`config.mk`:
```
export PLATFORM = sky130hd
export DESIGN_NAME = mux_sync_launch
export DESIGN_NICKNAME = d
export VERILOG_FILES = /design/src/rtl/mux_sync_launch.sv
export SDC_FILE = /design/constraint.sdc
export NUM_CORES = 1
export LEC_CHECK = 0
export CORE_MARGIN = 5
export CORE_UTILIZATION = 40
export DETAILED_ROUTE_END_ITERATION = 8
export PLACE_DENSITY = 0.75
export REMOVE_ABC_BUFFERS = 1
export SYNTH_ARGS = -nofsm -noshare
export SYNTH_HDL_FRONTEND = slang
export SYNTH_SLANG_ARGS = --single-unit
```
`constraint.sdc`:
```
create_clock -name src_clk -period 1.45 [get_ports src_clk]
set_input_delay 0.29 -clock src_clk [delete_from_list [all_inputs] [get_ports src_clk]]
set_output_delay 0.29 -clock src_clk [all_outputs]
set_load 0.005 [all_outputs]
```
`src/rtl/mux_sync_launch.sv`:
```
`default_nettype none
// ============================================================================
// mux_sync_launch : source-domain 4-phase req/ack launcher feeding mux_bit_sync
// Optional one-entry pending word: define MUX_SYNC_LAUNCH_SKID_EN.   Rev 1.0
// ============================================================================

module synchronize_bit #(
    parameter int NUM_OF_SYNC_FLOPS = 2
) (
    input  logic clk,
    input  logic rstn,
    input  logic d,
    output logic q
);
    logic [NUM_OF_SYNC_FLOPS-1:0] chain;

    always_ff @(posedge clk or negedge rstn) begin
        if (!rstn) chain <= '0;
        else       chain <= {chain[NUM_OF_SYNC_FLOPS-2:0], d};
    end

    assign q = chain[NUM_OF_SYNC_FLOPS-1];
endmodule

module mux_sync_launch #(
    parameter int               WIDTH             = 8,
    parameter int               NUM_OF_SYNC_FLOPS = 2,
    parameter logic [WIDTH-1:0] RESET_VAL         = '0
) (
    input  logic             src_clk,
    input  logic             rstn,
    input  logic             in_valid,
    output logic             in_ready,
    input  logic [WIDTH-1:0] in_data,
    output logic [WIDTH-1:0] data_hold,
    output logic             ready_out,
    input  logic             ack_in,
    output logic             busy,
    output logic             xfer_done
);
    typedef enum logic [1:0] {
        IDLE    = 2'b00,
        REQ     = 2'b01,
        RELEASE = 2'b10
    } state_t;

    state_t           state, state_nxt;
    logic [WIDTH-1:0] data_nxt;
    logic             ready_nxt;
    logic             done_nxt;
    logic             sync_ack;
    logic             accept;

    synchronize_bit #(
        .NUM_OF_SYNC_FLOPS(NUM_OF_SYNC_FLOPS)
    ) u_ack_sync (
        .clk  (src_clk),
        .rstn (rstn),
        .d    (ack_in),
        .q    (sync_ack)
    );

`ifdef MUX_SYNC_LAUNCH_SKID_EN
    logic             pend_valid, pend_valid_nxt;
    logic [WIDTH-1:0] pend_data, pend_data_nxt;

    assign in_ready = !pend_valid && !((state == IDLE) && sync_ack);
`else
    // A stale ack from the previous word must drain before a new request.
    assign in_ready = (state == IDLE) && !sync_ack;
`endif
    assign accept = in_valid && in_ready;

    always_comb begin
        state_nxt = state;
        data_nxt  = data_hold;
        ready_nxt = ready_out;
        done_nxt  = 1'b0;
`ifdef MUX_SYNC_LAUNCH_SKID_EN
        pend_valid_nxt = pend_valid;
        pend_data_nxt  = pend_data;
        if (accept && (state != IDLE)) begin
            pend_valid_nxt = 1'b1;
            pend_data_nxt  = in_data;
        end
`endif
        case (state)
            IDLE: begin
                ready_nxt = 1'b0;
`ifdef MUX_SYNC_LAUNCH_SKID_EN
                // A word parked during the completion cycle launches from here.
                if (pend_valid) begin
                    if (!sync_ack) begin
                        data_nxt       = pend_data;
                        pend_valid_nxt = 1'b0;
                        ready_nxt      = 1'b1;
                        state_nxt      = REQ;
                    end
                end else if (accept) begin
                    data_nxt  = in_data;
                    ready_nxt = 1'b1;
                    state_nxt = REQ;
                end
`else
                if (accept) begin
                    data_nxt  = in_data;
                    ready_nxt = 1'b1;
                    state_nxt = REQ;
                end
`endif
            end
            REQ: begin
                ready_nxt = 1'b1;
                if (sync_ack) begin
                    ready_nxt = 1'b0;
                    state_nxt = RELEASE;
                end
            end
            RELEASE: begin
                ready_nxt = 1'b0;
                if (!sync_ack) begin
                    done_nxt  = 1'b1;
                    state_nxt = IDLE;
`ifdef MUX_SYNC_LAUNCH_SKID_EN
                    if (pend_valid) begin
                        data_nxt       = pend_data;
                        pend_valid_nxt = 1'b0;
                        ready_nxt      = 1'b1;
                        state_nxt      = REQ;
                    end
`endif
                end
            end
            default: begin
                state_nxt = IDLE;
                ready_nxt = 1'b0;
            end
        endcase
    end

    always_ff @(posedge src_clk or negedge rstn) begin
        if (!rstn) begin
            state     <= IDLE;
            data_hold <= RESET_VAL;
            ready_out <= 1'b0;
            xfer_done <= 1'b0;
            busy      <= 1'b0;
        end else begin
            state     <= state_nxt;
            data_hold <= data_nxt;
            ready_out <= ready_nxt;
            xfer_done <= done_nxt;
            busy      <= (state_nxt != IDLE);
        end
    end

`ifdef MUX_SYNC_LAUNCH_SKID_EN
    always_ff @(posedge src_clk or negedge rstn) begin
        if (!rstn) begin
            pend_valid <= 1'b0;
            pend_data  <= '0;
        end else begin
            pend_valid <= pend_valid_nxt;
            pend_data  <= pend_data_nxt;
        end
    end
`endif

endmodule
`default_nettype wire

```
==> out/qor.csv <==
metric,value,unit
status,"finished, final reports clean",
layout cells sized above 1,30.4,%
Port Buf Inserts,23,
fill count,105,
diode count,0,
Placement Cell Area,853,µm²
largest net degree at the start of global routing,16,
Least-Margin Pin Slew,0.199,ns
kind of end point of the critical path,output port,
GRT Total Usage,11.3,%
synthesis-to-layout area growth,55.8,%
number of stages on the worst setup path,1,
reg2reg end,data_hold[3],
Max Cap Viol,0,
Final min period,1.41,ns
initial antenna violation count,0,
routed wl met3,162,µm
"critical path, cell by cell",clkdlybuf4s50_1,
Clock Path Buffers,2,
Final ANT Viol Nets,0,
H-tree depth,1,
Worst EP arrival,1.12,ns
Final #Nets,82,
crit-path max FO,2,
CTS buffer count,3,
first-pass GRT wire length,1.77,mm
overall power,1.15,mW
die area,0.00232,mm²
vias per cell,4.70,
number of global-route vias before repair,386,
fmax,0.708,GHz
Ports,24,
crit-path leading delay family,buffers and inverters,
TritonCTS clock tree,built,
Final GP Congestion,0.783,
CP bufs+invs,1,
synthesized area,583,µm²
"most common cell after layout, fill and taps aside",dfrtp_1,
global route overflow,0,
"commonest non-fill, non-tap cells in the layout","15 x dfrtp_1, 13 x clkdlybuf4s50_1, 8 x mux2_4, 8 x dlymetal6s2s_1, 7 x buf_4",
DRC viols,0,
DRT met1 WL,523,µm
slew margin rel.,86.7,%
starting density of the core,43.7,%
# setup viols final,0,
PD cells,1260,mW/mm²
CP Class,reg2out,
"Req. time, crit path",1.16,ns
"slowest stage cell, crit path",clkdlybuf4s50_1,
CTS root buf,clkbuf_4,
Setup TNS,0,ns
final WL,1.18,mm
Rows,13,
"Avg Cell Area, Syn",15.8,µm²
Synth Register Bits,15,
"slowest stage delay, CP",0.50,ns
Max rail drop VDD,0.000696,V
hold crit path type,in2async,
Max Slew Vio Count,0,
yosys warns,0,
routed via count,395,
Startpoint Class,register,
Tcrit/Tclk final,97.4,%
DR iter-0 viols,3,
P_leak,0.494,nW
finished layout cell area,908,µm²
clk_skew,0.00107,ns
first-pass iteration count of the detailed router,2,
post-DP HPWL,842,µm
worst reg-to-reg setup slack,0.11,ns
core area,0.00133,mm²
"Seq/Total Area, Yosys",64.4,%
Die Wd,48.2,µm
Netlist cell types,14,
Die H,48.2,µm
clk sinks,15,
Post-Syn Instances,37,
Critical R2R Launch,state[1],
worst r2r path cells,3,
Final Hold Vio Count,0,
clock insertion delay at the later pin of the skew report,0.27,ns
highest metal used,met4,
Routed met2 length,490,µm
routed len/inst,14.1,µm
Worst-path clk slew,0.08,ns
-- synthesized netlist by cell type --
cell       n  area (µm²)
mux2_4     8         120
nor3_1     2        10.0
nand2_1    1        3.75
nor3_2     1        10.0
inv_1      1        3.75
nor2_1     2        7.51
clkbuf_2   1        5.00
and2_4     1        8.76
dfrtp_1   15         375
buf_6      1        11.3
xnor2_1    1        8.76
nor3b_1    1        7.51
a21oi_1    1        5.00
o22ai_1    1        6.26
-- cell families after synthesis --
| family | synth area share (%) |
|---|---|
| buffers and inverters | 3.43 |
| flip-flops | 64.4 |
| AO/OA/AOI/OAI | 1.93 |
| XOR/XNOR | 1.50 |
| AND/OR/NAND/NOR | 8.16 |
| multiplexers | 20.6 |
-- power by group --
part           switching (mW)  internal [mW]
combinational           0.110          0.267
clock                   0.123          0.106
sequential             0.0394          0.502
total                   0.273          0.875
-- state kept, by name, summed over array words and instances (netlist names) --
name              cells
u_ack_sync.chain      2
state                 2
ready_out             1
data_hold             8
busy                  1
xfer_done             1
-- area by class of cell --
type                    count  area (µm²)  share of cell area [%]
flip-flops and latches     15         375                    41.3
repair buffers             30         297                    32.6
multi-input cells          19         188                    20.7
clock buffers               4        26.3                    2.89
well taps                  15        18.8                    2.07
inverters                   1        3.75                   0.413
-- worst reg2reg max path, stage by stage (launching register included) --
cell and delay (ns):
dfrtp_1 0.40, nor3_2 0.24, and2_4 0.27, mux2_4 0.32
-- worst max path at each step --
| stage | to | from |
|---|---|---|
| floorplan | data_hold[0] | state[0] |
| global placement | data_hold[5] | in_valid |
| detailed placement | data_hold[5] | in_valid |
| CTS | data_hold[4] | data_hold[4] |
| global route | data_hold[1] | data_hold[1] |
| finish | data_hold[1] | data_hold[1] |
-- timing repair --
action / 4_1_cts / 5_1_grt
endpoints found under the setup margin: 2 / 9
pin swaps: 1 / 0
hold endpoints to repair: 0 / 0
hold buffers: 0 / 0
setup buffers: 0 / 2
gates resized for setup: 5 / 8
-- metal layers --
layer	vias to the layer above	track usage [%]
li1	187	-
met1	189	16.2
met2	17	14.3
met3	2	4.43
met4	0	6.45
met5	-	0
-- per-stage QoR --
step,hold WS [ns],utilization (%),cells,setup WS (ns)
finish,0.323,68.1,84,0.0371
global route,0.329,68.1,84,-0.00230
CTS,0.315,65.5,82,0.000846
detailed placement,0.337,64.0,78,-0.0226
global placement,0.334,64.0,78,0.00260
floorplan,-0.00559,-,35,0.127
Power figures use the tool's default switching activity.
